<file path="src/rtl/micro_udp_engine_pkg.sv">
// Shared constants and FSM state type for the micro UDP engine ARP paths.
package micro_udp_engine_pkg;

    localparam logic [15:0] ETHERTYPE_ARP    = 16'h0806;
    localparam logic [15:0] ARP_HTYPE_ETH    = 16'h0001;
    localparam logic [15:0] ARP_PTYPE_IPV4   = 16'h0800;
    localparam logic [15:0] ARP_OPER_REQUEST = 16'h0001;
    localparam logic [47:0] ETH_BCAST        = 48'hFFFF_FFFF_FFFF;
    localparam logic [7:0]  ARP_HLEN_ETH     = 8'h06;
    localparam logic [7:0]  ARP_PLEN_IPV4    = 8'h04;

    // A 60-byte frame occupies two 32-byte beats, leaving 4 unused bytes on the last one.
    localparam logic [4:0]  ARP_REQ_LAST_EMPTY = 5'd4;

    typedef enum logic [2:0] {
        ARP_REQ_IDLE,
        ARP_REQ_TX0,
        ARP_REQ_TX1,
        ARP_REQ_WAIT,
        ARP_REQ_DONE
    } arp_req_state_e;

endpackage

</file>
<file path="src/rtl/micro_udp_engine_arp_req_frame.sv">
// Combinational builder for a broadcast ARP "who-has" frame, split into two 256-bit beats.
// First frame byte lands on bits [255:248] of beat 0.
module micro_udp_engine_arp_req_frame
    import micro_udp_engine_pkg::*;
#(
    parameter logic [47:0] CONFIG_MAC_ADDR = 48'h02_00_00_00_00_01,
    parameter logic [31:0] CONFIG_IP_ADDR  = 32'h0A00_0001
) (
    input  logic [31:0]  i_targetIpv4,
    input  logic         i_beat,
    output logic [255:0] o_data
);

    logic [511:0] w_frame;

    // Bytes 0..63 of the padded frame, byte 0 in the most significant position.
    assign w_frame = {
        ETH_BCAST,
        CONFIG_MAC_ADDR,
        ETHERTYPE_ARP,
        ARP_HTYPE_ETH,
        ARP_PTYPE_IPV4,
        ARP_HLEN_ETH,
        ARP_PLEN_IPV4,
        ARP_OPER_REQUEST,
        CONFIG_MAC_ADDR,
        CONFIG_IP_ADDR,
        48'h0,
        i_targetIpv4,
        176'h0
    };

    assign o_data = i_beat ? w_frame[255:0] : w_frame[511:256];

endmodule

</file>
<file path="src/rtl/micro_udp_engine_arp_req.sv">
// ARP request initiator: sends a broadcast who-has frame, waits for a matching ARP-table
// insert, retries on timeout and reports the resolved MAC or a failure.
module micro_udp_engine_arp_req
    import micro_udp_engine_pkg::*;
#(
    parameter logic [47:0] CONFIG_MAC_ADDR = 48'h02_00_00_00_00_01,
    parameter logic [31:0] CONFIG_IP_ADDR  = 32'h0A00_0001,
    parameter int          TIMEOUT_CYCLES  = 1_000_000,
    parameter int          MAX_RETRIES     = 3
) (
    input  logic         clk,
    input  logic         reset,

    input  logic         req_valid,
    output logic         req_ready,
    input  logic [31:0]  req_ipv4,

    input  logic         arp_table_insert,
    input  logic [47:0]  arp_table_mac,
    input  logic [31:0]  arp_table_ipv4,

    output logic [255:0] arp_req_tx_data,
    output logic [4:0]   arp_req_tx_empty,
    output logic         arp_req_tx_startofpacket,
    output logic         arp_req_tx_endofpacket,
    output logic         arp_req_tx_valid,
    input  logic         arp_req_tx_ready,

    output logic         resolve_done,
    output logic         resolve_ok,
    output logic [47:0]  resolve_mac,
    output logic [31:0]  resolve_ipv4
);

    localparam int TIMER_W   = $clog2(TIMEOUT_CYCLES);
    localparam int ATTEMPT_W = $clog2(MAX_RETRIES + 2);

    localparam logic [TIMER_W-1:0]   TIMER_LOAD    = TIMER_W'(TIMEOUT_CYCLES - 1);
    localparam logic [ATTEMPT_W-1:0] ATTEMPT_LIMIT = ATTEMPT_W'(MAX_RETRIES + 1);

    arp_req_state_e         r_state;
    logic [31:0]            r_targetIpv4;
    logic                   r_hit;
    logic [47:0]            r_hitMac;
    logic [TIMER_W-1:0]     r_timer;
    logic [ATTEMPT_W-1:0]   r_attempts;

    logic [255:0]           r_txData;
    logic [4:0]             r_txEmpty;
    logic                   r_txSop;
    logic                   r_txEop;
    logic                   r_txValid;

    logic                   r_resolveDone;
    logic                   r_resolveOk;
    logic [47:0]            r_resolveMac;
    logic [31:0]            r_resolveIpv4;

    logic                   w_reqFire;
    logic                   w_beatFire;
    logic                   w_match;
    logic                   w_hitNow;
    logic [47:0]            w_hitMacNow;
    logic [31:0]            w_buildIpv4;
    logic                   w_buildBeat;
    logic [255:0]           w_beatData;

    assign req_ready   = (r_state == ARP_REQ_IDLE) && !reset;
    assign w_reqFire   = req_valid && req_ready;
    assign w_beatFire  = r_txValid && arp_req_tx_ready;

    // A same-cycle match is folded in so a reply arriving on a decision cycle is never lost.
    assign w_match     = (r_state != ARP_REQ_IDLE) && arp_table_insert &&
                         (arp_table_ipv4 == r_targetIpv4);
    assign w_hitNow    = r_hit || w_match;
    assign w_hitMacNow = w_match ? arp_table_mac : r_hitMac;

    // In IDLE the target is not registered yet, so beat 0 is built from the request itself.
    assign w_buildIpv4 = (r_state == ARP_REQ_IDLE) ? req_ipv4 : r_targetIpv4;
    assign w_buildBeat = (r_state == ARP_REQ_TX0);

    micro_udp_engine_arp_req_frame #(
        .CONFIG_MAC_ADDR (CONFIG_MAC_ADDR),
        .CONFIG_IP_ADDR  (CONFIG_IP_ADDR)
    ) u_frame (
        .i_targetIpv4 (w_buildIpv4),
        .i_beat       (w_buildBeat),
        .o_data       (w_beatData)
    );

    always_ff @(posedge clk) begin
        if (reset) begin
            r_state       <= ARP_REQ_IDLE;
            r_targetIpv4  <= '0;
            r_hit         <= 1'b0;
            r_hitMac      <= '0;
            r_timer       <= '0;
            r_attempts    <= '0;
            r_txData      <= '0;
            r_txEmpty     <= '0;
            r_txSop       <= 1'b0;
            r_txEop       <= 1'b0;
            r_txValid     <= 1'b0;
            r_resolveDone <= 1'b0;
            r_resolveOk   <= 1'b0;
            r_resolveMac  <= '0;
            r_resolveIpv4 <= '0;
        end else begin
            r_resolveDone <= 1'b0;

            if (w_match) begin
                r_hit    <= 1'b1;
                r_hitMac <= arp_table_mac;
            end

            case (r_state)
                ARP_REQ_IDLE: begin
                    if (w_reqFire) begin
                        r_targetIpv4 <= req_ipv4;
                        r_hit        <= 1'b0;
                        r_hitMac     <= '0;
                        r_attempts   <= ATTEMPT_W'(1);
                        r_txData     <= w_beatData;
                        r_txEmpty    <= '0;
                        r_txSop      <= 1'b1;
                        r_txEop      <= 1'b0;
                        r_txValid    <= 1'b1;
                        r_state      <= ARP_REQ_TX0;
                    end
                end

                ARP_REQ_TX0: begin
                    if (w_beatFire) begin
                        r_txData  <= w_beatData;
                        r_txEmpty <= ARP_REQ_LAST_EMPTY;
                        r_txSop   <= 1'b0;
                        r_txEop   <= 1'b1;
                        r_state   <= ARP_REQ_TX1;
                    end
                end

                // A hit seen during the frame lets it finish, then skips the wait entirely.
                ARP_REQ_TX1: begin
                    if (w_beatFire) begin
                        r_txData  <= '0;
                        r_txEmpty <= '0;
                        r_txSop   <= 1'b0;
                        r_txEop   <= 1'b0;
                        r_txValid <= 1'b0;
                        if (w_hitNow) begin
                            r_resolveDone <= 1'b1;
                            r_resolveOk   <= 1'b1;
                            r_resolveMac  <= w_hitMacNow;
                            r_resolveIpv4 <= r_targetIpv4;
                            r_state       <= ARP_REQ_DONE;
                        end else begin
                            r_timer <= TIMER_LOAD;
                            r_state <= ARP_REQ_WAIT;
                        end
                    end
                end

                ARP_REQ_WAIT: begin
                    if (w_hitNow) begin
                        r_resolveDone <= 1'b1;
                        r_resolveOk   <= 1'b1;
                        r_resolveMac  <= w_hitMacNow;
                        r_resolveIpv4 <= r_targetIpv4;
                        r_state       <= ARP_REQ_DONE;
                    end else if (r_timer == '0) begin
                        if (r_attempts < ATTEMPT_LIMIT) begin
                            r_attempts <= r_attempts + ATTEMPT_W'(1);
                            r_txData   <= w_beatData;
                            r_txEmpty  <= '0;
                            r_txSop    <= 1'b1;
                            r_txEop    <= 1'b0;
                            r_txValid  <= 1'b1;
                            r_state    <= ARP_REQ_TX0;
                        end else begin
                            r_resolveDone <= 1'b1;
                            r_resolveOk   <= 1'b0;
                            r_resolveMac  <= '0;
                            r_resolveIpv4 <= r_targetIpv4;
                            r_state       <= ARP_REQ_DONE;
                        end
                    end else begin
                        r_timer <= r_timer - TIMER_W'(1);
                    end
                end

                ARP_REQ_DONE: begin
                    r_state <= ARP_REQ_IDLE;
                end

                default: begin
                    r_state <= ARP_REQ_IDLE;
                end
            endcase
        end
    end

    assign arp_req_tx_data          = r_txData;
    assign arp_req_tx_empty         = r_txEmpty;
    assign arp_req_tx_startofpacket = r_txSop;
    assign arp_req_tx_endofpacket   = r_txEop;
    assign arp_req_tx_valid         = r_txValid;

    assign resolve_done = r_resolveDone;
    assign resolve_ok   = r_resolveOk;
    assign resolve_mac  = r_resolveMac;
    assign resolve_ipv4 = r_resolveIpv4;

endmodule

</file>
<file path="config.mk">
export PLATFORM = sky130hd
export DESIGN_NAME = micro_udp_engine_arp_req
export DESIGN_NICKNAME = d
export VERILOG_FILES = /design/src/rtl/micro_udp_engine_pkg.sv /design/src/rtl/micro_udp_engine_arp_req_frame.sv /design/src/rtl/micro_udp_engine_arp_req.sv
export SDC_FILE = /design/constraint.sdc
export NUM_CORES = 1
export LEC_CHECK = 0
export BUFFER_PORTS_ARGS = -buffer_cell sky130_fd_sc_hd__buf_2
export CORE_AREA = 4 4 180 182
export CTS_CLUSTER_SIZE = 10
export DETAILED_ROUTE_END_ITERATION = 8
export DIE_AREA = 0 0 184 186
export PLACE_DENSITY = 0.68
export SYNTH_ARGS = -nofsm -noshare
export SYNTH_HDL_FRONTEND = slang
export SYNTH_SLANG_ARGS = --single-unit
</file>
<file path="constraint.sdc">
create_clock -name clk -period 3.1 [get_ports clk]
set_input_delay 0.62 -clock clk [delete_from_list [all_inputs] [get_ports clk]]
set_output_delay 0.62 -clock clk [all_outputs]
set_load 0.05 [all_outputs]
</file>
# == Word-level counts from Yosys, hierarchy flattened ==
# Index checks and enable logic that the tools add are counted.
# totals
inputBits,117
wordCells,133
register_bits,453
output_inout_bits,347
# classes
muxes,75
eq_ne,16
n_lt_le_gt_ge,1
n_reduce_logical,24
n_addsub,2
# ops
op,n
256-bit two-way mux,7
256-bit case mux with 4 select lines,1
48-bit two-way mux,8
32-bit two-way mux,5
48-bit case mux with 2 select lines,1
20-bit two-way mux,4
32-bit case mux with 2 select lines,1
20-bit case mux with 2 select lines,1
32-bit equality test,1
3-bit two-way mux,10
5-bit two-way mux,6
1-bit two-way mux,23
20-bit logical NOT,1
5-bit case mux with 4 select lines,1
"20-bit by 1-bit subtractor with 20-bit output, second input constant",1
"2-bit != test, second input constant",9
5-bit AND reduction,3
3-bit case mux with 4 select lines,1
6-bit AND reduction,2
3-bit nonzero test,3
7-bit AND reduction,1
"3-bit by 2-bit equality test with 1-bit output, second input constant",2
"3-bit != test, second input constant",2
1-bit case mux with 3 select lines,2
16 further kinds,22

# == Depth between registers and ports, before layout ==
# depth
ltp_word,7
mapped_depth,11
ltp_nobuf,9

# == By module ==
# Synthesis repeated with hierarchy kept, for this count alone.
# unflattened
hier_cells,2271
hier_area_um2,19807.7
# modules_own_cells
mod,n_inst,area_per_inst_um2,cells_each
micro_udp_engine_arp_req,1,17909.7,2011
micro_udp_engine_arp_req_frame,1,1898.1,260

# == Worst setup path after synthesis ==
# Ideal clock, no wire load.
# synth_path
kind,input to register
startpoint,in reset
endpoint,reg r_txData[183] (netlist: arp_req_tx_data[183])
t_arrival_ps,2988
cell_stages,7
slack_ps,-5
setup_ps,117
required_ps,2983
path_cell_list,nor4_2 > nand2_1 > a221o_1 > a21oi_2 > nor2_1 > buf_2 > a22o_1
# synth_between
elab_chain_cells,5
# synth_rtl
item,line,source
"start, declared",micro_udp_engine_arp_req.sv:12,"input logic reset,"
1-bit logical NOT,micro_udp_engine_arp_req.sv:68,assign req_ready = (r_state == ARP_REQ_IDLE) && !reset;
1-bit logical AND,micro_udp_engine_arp_req.sv:68,
1-bit logical AND,micro_udp_engine_arp_req.sv:69,assign w_reqFire = req_valid && req_ready;
2-bit != test (no source line),n/a,
7-bit AND reduction (no source line),n/a,
"end signal, assigned",micro_udp_engine_arp_req.sv:123,r_txData <= w_beatData;
"end signal, assigned",micro_udp_engine_arp_req.sv:134,r_txData <= w_beatData;
"end signal, assigned",micro_udp_engine_arp_req.sv:173,r_txData <= w_beatData;
"end, declared",micro_udp_engine_arp_req.sv:48,logic [255:0] r_txData;
# Parallel ways exist; a longest one is shown, timed or not.
# A chain may end at the register's enable or synchronous reset.

# == Final worst setup path ==
# layout_path
startpoint,reg r_state[2]
endpoint,reg r_resolveMac[39] (netlist: resolve_mac[39])
# layout_between
elab_chain_cells,7
elab_cells_between_ends,17
cone_classes,eq/ne (6); mux (5); reduce/logical (6)
# layout_rtl
item,line,source
"start, declared",micro_udp_engine_arp_req.sv:41,arp_req_state_e r_state;
"start signal, assigned",micro_udp_engine_arp_req.sv:93,r_state <= ARP_REQ_IDLE;
"start signal, assigned",micro_udp_engine_arp_req.sv:128,r_state <= ARP_REQ_TX0;
"start signal, assigned",micro_udp_engine_arp_req.sv:138,r_state <= ARP_REQ_TX1;
3-bit nonzero test,micro_udp_engine_arp_req.sv:73,assign w_match = (r_state != ARP_REQ_IDLE) && arp_table_insert &&
1-bit logical AND (2 in a row),micro_udp_engine_arp_req.sv:73,
48-bit two-way mux,micro_udp_engine_arp_req.sv:76,assign w_hitMacNow = w_match ? arp_table_mac : r_hitMac;
48-bit two-way mux,micro_udp_engine_arp_req.sv:150,if (w_hitNow) begin
48-bit two-way mux,micro_udp_engine_arp_req.sv:144,if (w_beatFire) begin
48-bit case mux with 2 select lines,micro_udp_engine_arp_req.sv:116,case (r_state)
"end signal, assigned",micro_udp_engine_arp_req.sv:153,r_resolveMac <= w_hitMacNow;
"end signal, assigned",micro_udp_engine_arp_req.sv:167,r_resolveMac <= w_hitMacNow;
"end, declared",micro_udp_engine_arp_req.sv:56,logic [47:0] r_resolveMac;
# Parallel ways exist; a longest one is shown, timed or not. The select of a mux whose other input is x is not followed.

==> run metrics <==
CTS Buf Count 28; Clk Latency, worst-skew pair between 0.5 and 0.6 ns; Final setup viols 0; register bit total from synthesis roughly 230; post-DR wirelength/cell around 15 um; core area approximately 30000 sq um; Psw ~2300 uW; clock slew seen by the registers of the worst setup and hold paths ~0.060 ns; vias in the first global route ~7400; P_int ~4900 uW; initial antenna violation count 2; Pins Over Slew Limit 0; reg2reg start r_state[2]; post-CTS sizing 0; cts hold-fix bufs 0; layout cells sized above 1 between 20% and 30%; Final Hold Fails 0; DP HPWL 19500 um; H-tree level count 1; Simple-Gate Fraction of Synth Area around 16%; complex-gate fraction of the synthesized area about 13%; Crit Path Max Fanout between 40 and 50; Post-CTS Setup Bufs 0; Worst Path Required approximately 3.5 ns; max-cap viol count 0; Distinct cells, synth 55; Post-Syn Area ~10000 sq um; Cell Pwr Density around 600 nW/um^2; Via Count 8165; CTS Root Cell clkbuf_16; # rows 64; IO buf count between 200 and 300; clock skew between 0.02 and 0.025 ns; residual DRC count 0; die area between 30000 and 40000 sq um; initial core utilization between 30 and 40%; period utilization 89.2%; min-delay src req_ipv4[30]; Filler Cell Count approximately 3000; VDD IR max between 400 and 500 uV; DR pass1 iterations 5; cell count after synthesis about 1100; largest family of logic cells by synthesized area buffers and inverters; clock share of power between 40% and 50%; gpl congestion just under 0.9; Post-DRT Antenna Nets 0; I/O Pins approximately 460; clock tree buffer depth 3; Ys Warns 0; CP startpoint kind register; pre-CTS setup slack around 0.13 ns; largest net degree at the start of global routing 93; crit path from r_state[2]; RSZ-0062 raised after global routing no; Synth Area in Adders less than 1%; Post-Synth XOR/XNOR Area 2.64%; Comb pwr share between 15 and 20%; Final WS setup about 0.33 ns; GRT Overall Usage about 15%; critical path arrival about 3.2 ns; outcome complete, no violations; WL final around 27000 um; global-route wire length before repair ~41000 um; synth-to-layout area growth 16.5%; Reg area roughly 4500 sq um; ys flop type dfxtp_1; sequential-to-total area share from yosys stat between 40% and 50%; Iter 0 DRT Violations about 500; Worst slew margin between 20% and 30%; fin crit period roughly 2.8 ns; hold path cells 3; TritonCTS clock tree yes; gr ovfl total 0; Crit. End Element register; Die Y approximately 190 um; sw frac between 30% and 40%; clock net sink count ~230; worst min path class in2reg; multi-input logic area 4400 sq um; measured slew at the worst slew-check pin 1.14 ns; Power Total 7190 uW; Fmax around 360 MHz; mux contribution to synthesized area approximately 4.7%; Setup Crit Path Kind reg2reg; syn avg cell area 8.96 sq um; R2R cell count 7; nets approximately 1500; Die Span X approximately 180 um; Vias/cell 4.59; Setup Total Neg Slack 0 ns; Leak 0.00593 uW; number of flops mapped to enable cells by yosys 0; Flop pwr share between 40% and 50%; ys async rst share 0%
power by group through the flow:
stage | combinational (uW) | clock (uW) | sequential [uW]
after floorplan | 1230 | 0 | 3100
after global placement | 1250 | 0 | 3090
after detailed placement | 1250 | 0 | 3090
after CTS | 1260 | 2980 | 3030
after global routing | 1330 | 3120 | 3040
final | 1260 | 2900 | 3030
layout make-up:
type | instances | share of cell area (%)
Clock inverter | 5 | 0.324
Sequential cell | 225 | 37.6
Tap cell | 396 | 4.14
Clock buffer | 34 | 6.45
Inverter | 9 | 0.282
Timing Repair Buffer | 318 | 14.4
Antenna cell | 1 | 0.0209
Multi-Input combinational cell | 789 | 36.8
logic make-up after synthesis:
group                    count (synthesis)
buffers and inverters                  298
XOR/XNOR                                31
flip-flops                             225
AND/OR/NAND/NOR                        362
AO/OA/AOI/OAI                          180
multiplexers                            48
other                                    1
adder cells (fa/ha/maj)                  3
cells in the mapped netlist, drive strengths merged (17+ instances only):
library cell	n	share of area, %
nand3b	34	2.5
nand2	141	5.1
dfxtp	225	44
mux2i	48	4.7
a21oi	52	2.6
buf	254	18
a211oi	53	4.0
clkbuf	35	1.3
nor2	126	4.6
a22o	31	2.6
xor2	28	2.4
nor4	17	1.2
worst paths after layout:
| path | endpoint | slack, ns |
|---|---|---|
| worst max-delay path | resolve_mac[39] | 0.33 |
| worst min-delay path | r_targetIpv4[30] | 0.27 |
| worst max register to register | resolve_mac[39] | 0.33 |
| worst min register to register | resolve_ipv4[7] | 0.45 |
per-stage QoR:
stage / utilization [%] / cell area [sq um] / hold slack, ns / instances
after floorplan: - / 10900 / 0.439 / 1312
after global placement: 36.5 / 11200 / 0.430 / 1737
after detailed placement: 36.5 / 11200 / 0.443 / 1737
after CTS: 39.2 / 12000 / 0.241 / 1776
after global routing: 39.2 / 12000 / 0.253 / 1777
final: 39.2 / 12000 / 0.268 / 1777
registers in the layout, summed over array words and instances, names as in the netlist:
name	cells
arp_req_tx_startofpacket	1
r_hitMac	48
r_timer	20
resolve_done	1
r_attempts	3
resolve_ok	1
resolve_ipv4	32
r_hit	1
resolve_mac	48
arp_req_tx_valid	1
arp_req_tx_data	33
r_state	3
arp_req_tx_empty	1
r_targetIpv4	32
cell usage in the layout (no fill, tap or decap), drive strengths merged, types with 8 or more instances in the layout:
cell / n
nor2: 126
nor3: 13
mux2i: 48
xor2: 28
nand2: 141
nand2b: 9
a211oi: 53
a311oi: 8
o21ai: 8
nor4: 17
clkbuf: 34
dfxtp: 225
inv: 9
a22o: 31
buf: 318
or3: 8
nand3b: 34
conb: 165
a21oi: 52
critical path, cell delays in order, from the launching register on:
cell and delay (ns):
dfxtp_1 0.58, inv_1 0.22, a2111oi_4 0.39, nand3_1 0.20, or3_2 0.50, buf_12 0.22, mux2i_1 0.18, a211oi_1 0.28
metal layers:
metal	GRT usage [%]	share of wire, %	routed length (um)	vias to the layer above
met1	19.0	41	11200	3798
met3	3.09	8.7	2380	47
met2	24.3	48	13000	371
met5	0	0.029	8	-
li1	-	-	-	3947
met4	4.29	2.3	638	2
Power figures use the tool's default switching activity.
